--- config.mk ---
export PLATFORM = sky130hd
export DESIGN_NAME = rr_rank_flat
export DESIGN_NICKNAME = d
export VERILOG_FILES = /design/src/rtl/rr_rank_if.sv /design/src/rtl/rr_rank.sv /design/src/flat_wrapper.sv
export SDC_FILE = /design/constraint.sdc
export NUM_CORES = 1
export LEC_CHECK = 0
export CAP_MARGIN = 20
export CORE_MARGIN = 2
export CORE_UTILIZATION = 49
export CTS_BUF_LIST = sky130_fd_sc_hd__clkbuf_4 sky130_fd_sc_hd__clkbuf_8
export DETAILED_ROUTE_END_ITERATION = 12
export GPL_TIMING_DRIVEN = 0
export PLACE_DENSITY = 0.65
export SLEW_MARGIN = 10
export SYNTH_ARGS = -nofsm -noshare
export SYNTH_HDL_FRONTEND = slang
export SYNTH_SLANG_ARGS = --single-unit
--- constraint.sdc ---
create_clock -name clk -period 4.74 [get_ports clk]
set_clock_uncertainty 0.2 [all_clocks]
set_input_delay 0.948 -clock clk [delete_from_list [all_inputs] [get_ports clk]]
set_output_delay 0.948 -clock clk [all_outputs]
set_load 0.005 [all_outputs]
--- src/rtl/rr_rank_if.sv ---
// Insert/remove bundle for the round-robin rank stage.
// master drives requests; slave (rr_rank) returns status and head entry.
interface rr_rank_if #(
  parameter int FLOW_ID_WIDTH = 16,
  parameter int RANK_WIDTH    = 16,
  parameter int META_WIDTH    = 16
);
  logic                     busy;
  logic                     insert;
  logic [META_WIDTH-1:0]    meta_in;
  logic [FLOW_ID_WIDTH-1:0] flowID_in;
  logic                     remove;
  logic                     valid_out;
  logic [RANK_WIDTH-1:0]    rank_out;
  logic [META_WIDTH-1:0]    meta_out;
  logic                     drop;

  modport master (
    output insert, meta_in, flowID_in, remove,
    input  busy, valid_out, rank_out, meta_out, drop
  );

  modport slave (
    input  insert, meta_in, flowID_in, remove,
    output busy, valid_out, rank_out, meta_out, drop
  );
endinterface

--- src/rtl/rr_rank.sv ---
// Round-robin rank stage: per-flow rank = max(last+1, cur_round)
// with wrap-safe compare, two-stage pipe, show-ahead output ring.
module rr_rank #(
  parameter int FLOW_ID_WIDTH = 16,
  parameter int RANK_WIDTH    = 16,
  parameter int META_WIDTH    = 16,
  parameter int L2_NUM_FLOWS  = 4,
  parameter int L2_MAX_DEPTH  = 4
) (
  input  logic     clk,
  input  logic     rst,
  rr_rank_if.slave bus
);
  localparam int NUM_FLOWS = 1 << L2_NUM_FLOWS;
  localparam int DEPTH     = 1 << L2_MAX_DEPTH;
  localparam int CW        = L2_MAX_DEPTH + 1;
  localparam logic [CW-1:0] FULL    = CW'(DEPTH);
  localparam logic [CW-1:0] BUSY_AT = CW'(DEPTH - 2);

  typedef logic [RANK_WIDTH-1:0]   rank_t;
  typedef logic [META_WIDTH-1:0]   meta_t;
  typedef logic [L2_NUM_FLOWS-1:0] idx_t;
  typedef logic [L2_MAX_DEPTH-1:0] ptr_t;

  rank_t last_rank [NUM_FLOWS];
  rank_t cur_round;

  logic  s1_valid;
  idx_t  s1_idx;
  meta_t s1_meta;
  rank_t s1_last;

  rank_t mem_rank [DEPTH];
  meta_t mem_meta [DEPTH];
  ptr_t  head;
  ptr_t  tail;
  logic [CW-1:0] count;
  logic  drop_q;

  logic  accept;
  logic  pop;
  logic  push;
  logic  fwd;
  logic  later;
  idx_t  in_idx;
  rank_t cand;
  rank_t diff;
  rank_t s2_rank;

  logic unused_flow_bits;
  assign unused_flow_bits =
    ^bus.flowID_in[FLOW_ID_WIDTH-1:L2_NUM_FLOWS];

  assign bus.valid_out = (count != '0);
  assign bus.busy      = (count >= BUSY_AT);
  assign bus.drop      = drop_q;
  assign bus.rank_out  = bus.valid_out ? mem_rank[head] : '0;
  assign bus.meta_out  = bus.valid_out ? mem_meta[head] : '0;

  always_comb begin
    in_idx  = bus.flowID_in[L2_NUM_FLOWS-1:0];
    accept  = bus.insert && !bus.busy;
    pop     = bus.remove && bus.valid_out;
    push    = s1_valid;
    cand    = s1_last + rank_t'(1);
    // serial-number compare keeps ordering across wrap
    diff    = cand - cur_round;
    later   = (diff != '0) && !diff[RANK_WIDTH-1];
    s2_rank = later ? cand : cur_round;
    fwd     = s1_valid && (s1_idx == in_idx);
  end

  always_ff @(posedge clk) begin
    if (!rst) begin
      s1_valid  <= 1'b0;
      s1_idx    <= '0;
      s1_meta   <= '0;
      s1_last   <= '0;
      cur_round <= '0;
      head      <= '0;
      tail      <= '0;
      count     <= '0;
      drop_q    <= 1'b0;
      for (int i = 0; i < NUM_FLOWS; i++)
        last_rank[i] <= '0;
    end else begin
      s1_valid <= accept;
      if (accept) begin
        s1_idx  <= in_idx;
        s1_meta <= bus.meta_in;
        s1_last <= fwd ? s2_rank : last_rank[in_idx];
      end
      if (push) begin
        last_rank[s1_idx] <= s2_rank;
        tail <= tail + ptr_t'(1);
      end
      if (pop) begin
        head      <= head + ptr_t'(1);
        cur_round <= bus.rank_out;
      end
      count  <= count + CW'(push) - CW'(pop);
      drop_q <= bus.insert && bus.busy;
    end
  end

  always_ff @(posedge clk) begin
    if (push) begin
      mem_rank[tail] <= s2_rank;
      mem_meta[tail] <= s1_meta;
    end
  end

  no_overflow: assert property (
    @(posedge clk) disable iff (!rst)
    !(push && count == FULL)
  );
endmodule
--- src/flat_wrapper.sv ---
// flat-port wrapper written by rule: the top's interface ports become plain ports
module rr_rank_flat 
#(
  parameter int FLOW_ID_WIDTH = 16,
  parameter int RANK_WIDTH    = 16,
  parameter int META_WIDTH    = 16,
  parameter int L2_NUM_FLOWS  = 4,
  parameter int L2_MAX_DEPTH  = 4
)
  (clk, rst, bus_insert, bus_meta_in, bus_flowID_in, bus_remove, bus_busy, bus_valid_out, bus_rank_out, bus_meta_out, bus_drop);
  rr_rank_if #(.FLOW_ID_WIDTH(FLOW_ID_WIDTH), .RANK_WIDTH(RANK_WIDTH), .META_WIDTH(META_WIDTH)) bus_i ();
  input  logic clk;
  input  logic rst;
  input wire logic [$bits(bus_i.insert)-1:0] bus_insert;
  input wire logic [$bits(bus_i.meta_in)-1:0] bus_meta_in;
  input wire logic [$bits(bus_i.flowID_in)-1:0] bus_flowID_in;
  input wire logic [$bits(bus_i.remove)-1:0] bus_remove;
  output wire logic [$bits(bus_i.busy)-1:0] bus_busy;
  output wire logic [$bits(bus_i.valid_out)-1:0] bus_valid_out;
  output wire logic [$bits(bus_i.rank_out)-1:0] bus_rank_out;
  output wire logic [$bits(bus_i.meta_out)-1:0] bus_meta_out;
  output wire logic [$bits(bus_i.drop)-1:0] bus_drop;
  assign bus_i.insert = bus_insert;
  assign bus_i.meta_in = bus_meta_in;
  assign bus_i.flowID_in = bus_flowID_in;
  assign bus_i.remove = bus_remove;
  assign bus_busy = bus_i.busy;
  assign bus_valid_out = bus_i.valid_out;
  assign bus_rank_out = bus_i.rank_out;
  assign bus_meta_out = bus_i.meta_out;
  assign bus_drop = bus_i.drop;
  rr_rank #(.FLOW_ID_WIDTH(FLOW_ID_WIDTH), .RANK_WIDTH(RANK_WIDTH), .META_WIDTH(META_WIDTH), .L2_NUM_FLOWS(L2_NUM_FLOWS), .L2_MAX_DEPTH(L2_MAX_DEPTH)) u_core (.clk(clk), .rst(rst), .bus(bus_i));
endmodule
==> results.py, run 1 <==
metrics = {
    "global_routing": {
        "grt_pass1_vias": 19759,
        "grt_remaining_overflow": 0,
        "grt.total_usage_pct": 23.8,
        "grtUsageMet1_pct": 34.2,
        "antenna_found_initial": 2,
        "met2_usage_pct": 35.8,
        "busiest_layer": "met2",
        "grt_pass1_wl_um": 127000,
        "grt_max_degree": 25,
        "grtUsageMet3_pct": 6.40,
    },
    "power": {
        "intPower_mw": 15.1,
        "pwr-share-clk_pct": 30.4,
        "swShare_pct": 30.8,
        "pwr-share-comb_pct": 28.2,
        "p_per_area_mw_per_mm2": 537,
        "power_mw": 21.9,
        "p_switching_mw": 6.75,
        "peakVddDrop_uv": 359,
        "cellLeakagePower_nw": 13.5,
        "pwr-share-seq_pct": 41.4,
    },
    "clock_tree": {
        "clockBufferDepth": 3,
        "cts_root_buffer": "clkbuf_8",
        "cts_max_level": 4,
        "tritoncts": "yes",
        "numCtsBuffers": 139,
        "clk_latency_ns": 0.82,
        "cts.sinks": 839,
        "cts_hold_repair.buffers": 0,
        "path_clk_slew_ns": 0.06,
    },
    "synth": {
        "synthFlopType": "edfxtp_1",
        "synthTopCellsByArea": "edfxtp_1, mux4_2, dfxtp_1, nor2_1, nand2_1",
        "yosysWarnings": 0,
        "synth_top_cell_by_area": "edfxtp_1",
        "synth_top_cells_by_count": "edfxtp_1, mux4_2, nor2_1",
        "synthArstFlopShare_pct": 0,
        "synth_most_common_cell": "edfxtp_1",
        "ys_types": 62,
        "netlist_instances": 1988,
        "synth_edf_count": 768,
        "avgSynthCellArea_um2": 17.7,
        "syn_area_mm2": 0.0351,
        "ys_ff_latch": 839,
        "synth.top_cell.area_share_pct": 65.7,
        "ys_seq_area_share_pct": 69.8,
        "syn_nets": 2056,
    },
    "status": {
        "status": "finished clean",
    },
    "floorplanning": {
        "die_w_um": 272,
        "core_area_mm2": 0.0712,
        "rows": 98,
        "start_util_pct": 49.3,
        "io-pin-count": 71,
        "die_h_um": 272,
        "dieArea_mm2": 0.0738,
    },
    "routing": {
        "vias": 19213,
        "drt_iter0_markers": 2145,
        "routed_wl_um": 86100,
        "first_pass_iters": 5,
        "drc": 0,
        "ant_nets": 0,
        "via_per_inst": 5.84,
        "wl_per_cell_um": 26.2,
    },
    "setup_path": {
        "cp-start-kind": "flip-flop",
        "path_class": "flip-flop to output port",
        "cp.required_ns": 3.59,
        "crit_fanout": 10,
        "endpoint_kind": "output port",
        "cp_data_arrival_time_ns": 3.50,
    },
    "placement": {
        "hpwl_um": 57100,
        "gp_congestion": 0.896,
        "io_buffers": 55,
    },
    "layout": {
        "area_delta_synth_final_pct": 16.1,
        "layout.nets": 2299,
        "utilization_pct": 57.2,
        "fillers": 5390,
        "drive_gt1_share_pct": 29.8,
    },
    "flow_run": {
        "max_cap_violations": 0,
    },
    "sta": {
        "setup_viol": 0,
        "final.min_clock_period_ns": 4.64,
        "slew_violations": 0,
        "hold_violations": 0,
        "tightest_slew_ns": 1.10,
        "fin_crit_sh_pct": 98.0,
        "holdWs_ns": 0.311,
        "fmax_ghz": 0.215,
        "slew_headroom_pct": 26.7,
    },
    "hold_path": {
        "min_path_type": "flip-flop to flip-flop",
    },
}
-- metal layers --
layer  wire length, um  up-vias
li1                  -     8240
met1             36700    10005
met2             39700      825
met3              7590      143
met4              2070        0
met5                 0        -
-- cell usage in the layout, fill, tap and decap left out, types with 39 or more instances in the layout --
cell / n
nand2_1: 122
nor2_1: 223
mux4_2: 240
clkbuf_1: 55
edfxtp_1: 768
clkdlybuf4s50_1: 55
clkbuf_4: 54
and2_1: 43
nor2_2: 55
inv_1: 39
dfxtp_1: 66
clkbuf_8: 148
-- flip-flops by register name (all words and copies together) (netlist names), named ones only --
| signal | cells |
|---|---|
| u_core.bus.drop | 1 |
| u_core.count | 5 |
| u_core.cur_round | 16 |
| u_core.head | 4 |
| u_core.last_rank | 256 |
| u_core.mem_meta | 256 |
| u_core.mem_rank | 256 |
| u_core.push | 1 |
| u_core.s1_idx | 4 |
| u_core.s1_last | 16 |
| u_core.s1_meta | 16 |
| u_core.tail | 4 |
-- final cells by class --
type | instances | area, um^2 | area share (%)
buffer | 121 | 777 | 1.91
clock inverter | 55 | 562 | 1.38
tap | 950 | 1190 | 2.92
timing repair buffer | 101 | 1220 | 2.99
antenna | 2 | 5.00 | 0.0123
clock buffer | 191 | 2350 | 5.78
sequential | 839 | 24500 | 60.1
timing repair inverter | 2 | 15.0 | 0.0369
inverter | 55 | 219 | 0.537
multi-input combinational | 972 | 9910 | 24.3
-- power by group through the flow --
| stage | sequential [mW] | clock, mW | combinational (mW) |
|---|---|---|---|
| floorplan | 9.11 | 0 | 3.77 |
| global placement | 9.18 | 0 | 5.57 |
| detailed placement | 9.21 | 0 | 5.71 |
| CTS | 9.06 | 6.76 | 6.04 |
| global route | 9.09 | 7.09 | 6.59 |
| finish | 9.06 | 6.65 | 6.18 |
-- stage by stage --
stage	area [um^2]	std cells	setup TNS (ns)	setup slack (ns)
finish	40700	3288	0	0.0967
global placement	36800	2993	-94.15	-0.357
global route	40700	3287	-0.415	-0.0219
floorplan	35100	1988	0	0.461
detailed placement	37300	3013	-92.82	-0.384
CTS	40500	3278	0	0.00376
-- final timing paths --
kind                                         from                           endpoint  slack [ns]  cells past startpoint
setup / recovery                        flip-flop                   bus_rank_out[14]         0.1                      7
hold / removal    u_core.s1_last[13]$_SDFFE_PN0P_    u_core.s1_last[13]$_SDFFE_PN0P_        0.31                      2
setup reg to reg   u_core.s1_last[2]$_SDFFE_PN0P_  u_core.mem_rank[13][10]$_DFFE_PP_        0.11                     18
hold reg to reg   u_core.s1_last[13]$_SDFFE_PN0P_    u_core.s1_last[13]$_SDFFE_PN0P_        0.31                      2
-- repair_timing --
item,CTS,global route
gates cloned,2,2
endpoints found under the setup margin,460,543
setup buffers,17,5
resized for setup,96,39
pin swaps,1,6
-- cell families after synthesis --
group           after synthesis  synth area share (%)
flops                       839                  69.8
buf+inv                     177                  2.35
simple gates                523                  6.93
xor+xnor                     31                 0.774
mux                         259                  16.5
fa+ha+maj                    32                  1.18
compound gates              127                  2.53
-- worst max-delay path: stages (launching register included) --
cell and delay (ns):
dfxtp_1 0.36, buf_4 0.22, buf_6 0.18, buf_8 0.17, mux4_2 0.53, mux4_2 0.53
and2_1 0.22, clkdlybuf4s50_1 0.47
Note: power is estimated with default switching activity, not from simulation.
==> run 2, diff against run 1 <==
- clock period: 4.74 -> 5.9 ns (I/O delays scaled with it)
==> run 2 against run 1 <==
Critical path depth fell by 1; largest power group unchanged; first-iteration DRC count fell by 5.3%; clock power decreased by 20%; count of clock-buffer cells in the layout did not move.
==> results.py, run 2 (synthesis results as in run 1) <==
metrics = {
    "global_routing": {
        "grt_remaining_overflow": 0,
        "grt.total_usage_pct": 23.6,
        "grt_pass1_wl_um": 126000,
        "antenna_found_initial": 2,
        "grt_pass1_vias": 19646,
        "grt_max_degree": 25,
    },
    "placement": {
        "io_buffers": 55,
        "hpwl_um": 57100,
        "pre_cts_slack_ns": 0.776,
        "placed_cells": 3013,
        "gp_congestion": 0.896,
    },
    "sta": {
        "setup-tns-final_ns": 0,
        "slew_violations": 0,
        "tightest_slew_ns": 1.08,
        "fin_crit_sh_pct": 95.5,
        "final.min_clock_period_ns": 5.63,
        "rsz0062_at_grt": "no",
        "fmax_ghz": 0.178,
        "slew_headroom_pct": 28.0,
        "fin_ws_ns": 0.266,
        "setup_viol": 0,
        "hold_violations": 0,
    },
    "clock_tree": {
        "postCtsSetupBuffers": 0,
        "tritoncts": "yes",
        "cts_hold_repair.buffers": 0,
        "cts_max_level": 4,
        "cts_root_buffer": "clkbuf_8",
        "numCtsBuffers": 139,
        "ctsResizeCount": 2,
        "cts.sinks": 839,
        "clk_latency_ns": 0.81,
        "clockBufferDepth": 3,
        "path_clk_slew_ns": 0.06,
    },
    "floorplanning": {
        "core_area_mm2": 0.0712,
        "die_w_um": 272,
        "start_util_pct": 49.3,
        "rows": 98,
        "io-pin-count": 71,
        "die_h_um": 272,
        "dieArea_mm2": 0.0738,
    },
    "layout": {
        "layout.nets": 2282,
        "layout_commonest_cell": "edfxtp_1",
        "most-common-layout-cells": "edfxtp_1, mux4_2, nor2_1",
        "reg.largest.list": "u_core.last_rank: 256 flops, u_core.mem_meta: 256 flops, u_core.mem_rank: 256 flops",
        "drive_gt1_share_pct": 26.9,
        "area_delta_synth_final_pct": 14.9,
        "layout.cells.non_filler": 3270,
    },
    "routing": {
        "first_pass_iters": 6,
        "ant_nets": 0,
        "routed_wl_um": 85400,
        "wl_per_cell_um": 26.1,
        "via_per_inst": 5.86,
        "drt_iter0_markers": 2032,
        "drc": 0,
        "vias": 19159,
    },
    "hold_path": {
        "min_path_type": "flip-flop to flip-flop",
    },
    "power": {
        "swShare_pct": 30.8,
        "pwr-share-seq_pct": 42.2,
        "p_per_area_mw_per_mm2": 428,
        "pwr-share-comb_pct": 26.9,
        "pwr-share-clk_pct": 31.0,
        "cellLeakagePower_nw": 13.2,
        "p_switching_mw": 5.32,
        "peakVddDrop_uv": 283,
        "intPower_mw": 11.9,
    },
    "setup_path": {
        "path_class": "flip-flop to output port",
        "cp-start-kind": "flip-flop",
        "endpoint_kind": "output port",
        "crit_fanout": 10,
        "cp_data_arrival_time_ns": 4.25,
        "cp.required_ns": 4.52,
    },
    "status": {
        "status": "finished clean",
    },
    "flow_run": {
        "max_cap_violations": 0,
    },
}
[run 2: worst paths after layout]
check | from | end | slack, ns | depth (start not counted)
max reg2reg | u_core.s1_last[2]$_SDFFE_PN0P_ | u_core.mem_rank[1][15]$_DFFE_PP_ | 0.66 | 18
min | u_core.s1_last[13]$_SDFFE_PN0P_ | u_core.s1_last[13]$_SDFFE_PN0P_ | 0.32 | 2
max | flip-flop | bus_rank_out[2] | 0.27 | 6
min reg2reg | u_core.s1_last[13]$_SDFFE_PN0P_ | u_core.s1_last[13]$_SDFFE_PN0P_ | 0.32 | 2
[run 2: cell type report]
| type | count | area [um^2] |
|---|---|---|
| Timing Repair Buffer | 85 | 1080 |
| Inverter | 55 | 206 |
| Buffer | 122 | 626 |
| Multi-Input combinational cell | 972 | 9810 |
| Fill cell | 5443 | 30900 |
| Sequential cell | 839 | 24500 |
| Antenna cell | 1 | 2.50 |
| Clock inverter | 55 | 562 |
| Clock buffer | 191 | 2350 |
| Tap cell | 950 | 1190 |
[run 2: worst max-delay path, stage by stage (launching register included)]
cell and delay [ns]:
dfxtp_1 0.32, clkbuf_1 0.34, buf_1 0.85, mux4_2 0.62, mux4_2 0.54, and2_1 0.27
clkdlybuf4s50_1 0.49
[run 2: power by group through the flow]
stage                     combinational [mW]  sequential [mW]  clock [mW]
after floorplan                         3.03             7.32           0
after global placement                  4.48             7.38           0
after detailed placement                4.59             7.40           0
after CTS                               4.61             7.27        5.43
after global routing                    4.96             7.30        5.69
final                                   4.64             7.28        5.35
[run 2: metal layers]
metal	global-route usage, %	up-vias	routed length, um
li1	-	8203	-
met1	33.8	9989	36500
met2	35.6	830	39400
met3	6.27	137	7520
met4	7.10	0	1980
met5	0	-	0
[run 2: metrics by stage]
step | instance area (um^2) | total power, mW | hold slack [ns] | util [%]
2_1_floorplan | 35100 | 10.4 | 0.261 | -
3_3_place_gp | 36800 | 11.9 | 0.277 | 51.7
3_5_place_dp | 37300 | 12.0 | 0.294 | 52.3
4_1_cts | 40200 | 17.3 | 0.307 | 56.4
5_1_grt | 40300 | 18.0 | 0.341 | 56.6
6_report | 40300 | 17.3 | 0.317 | 56.6
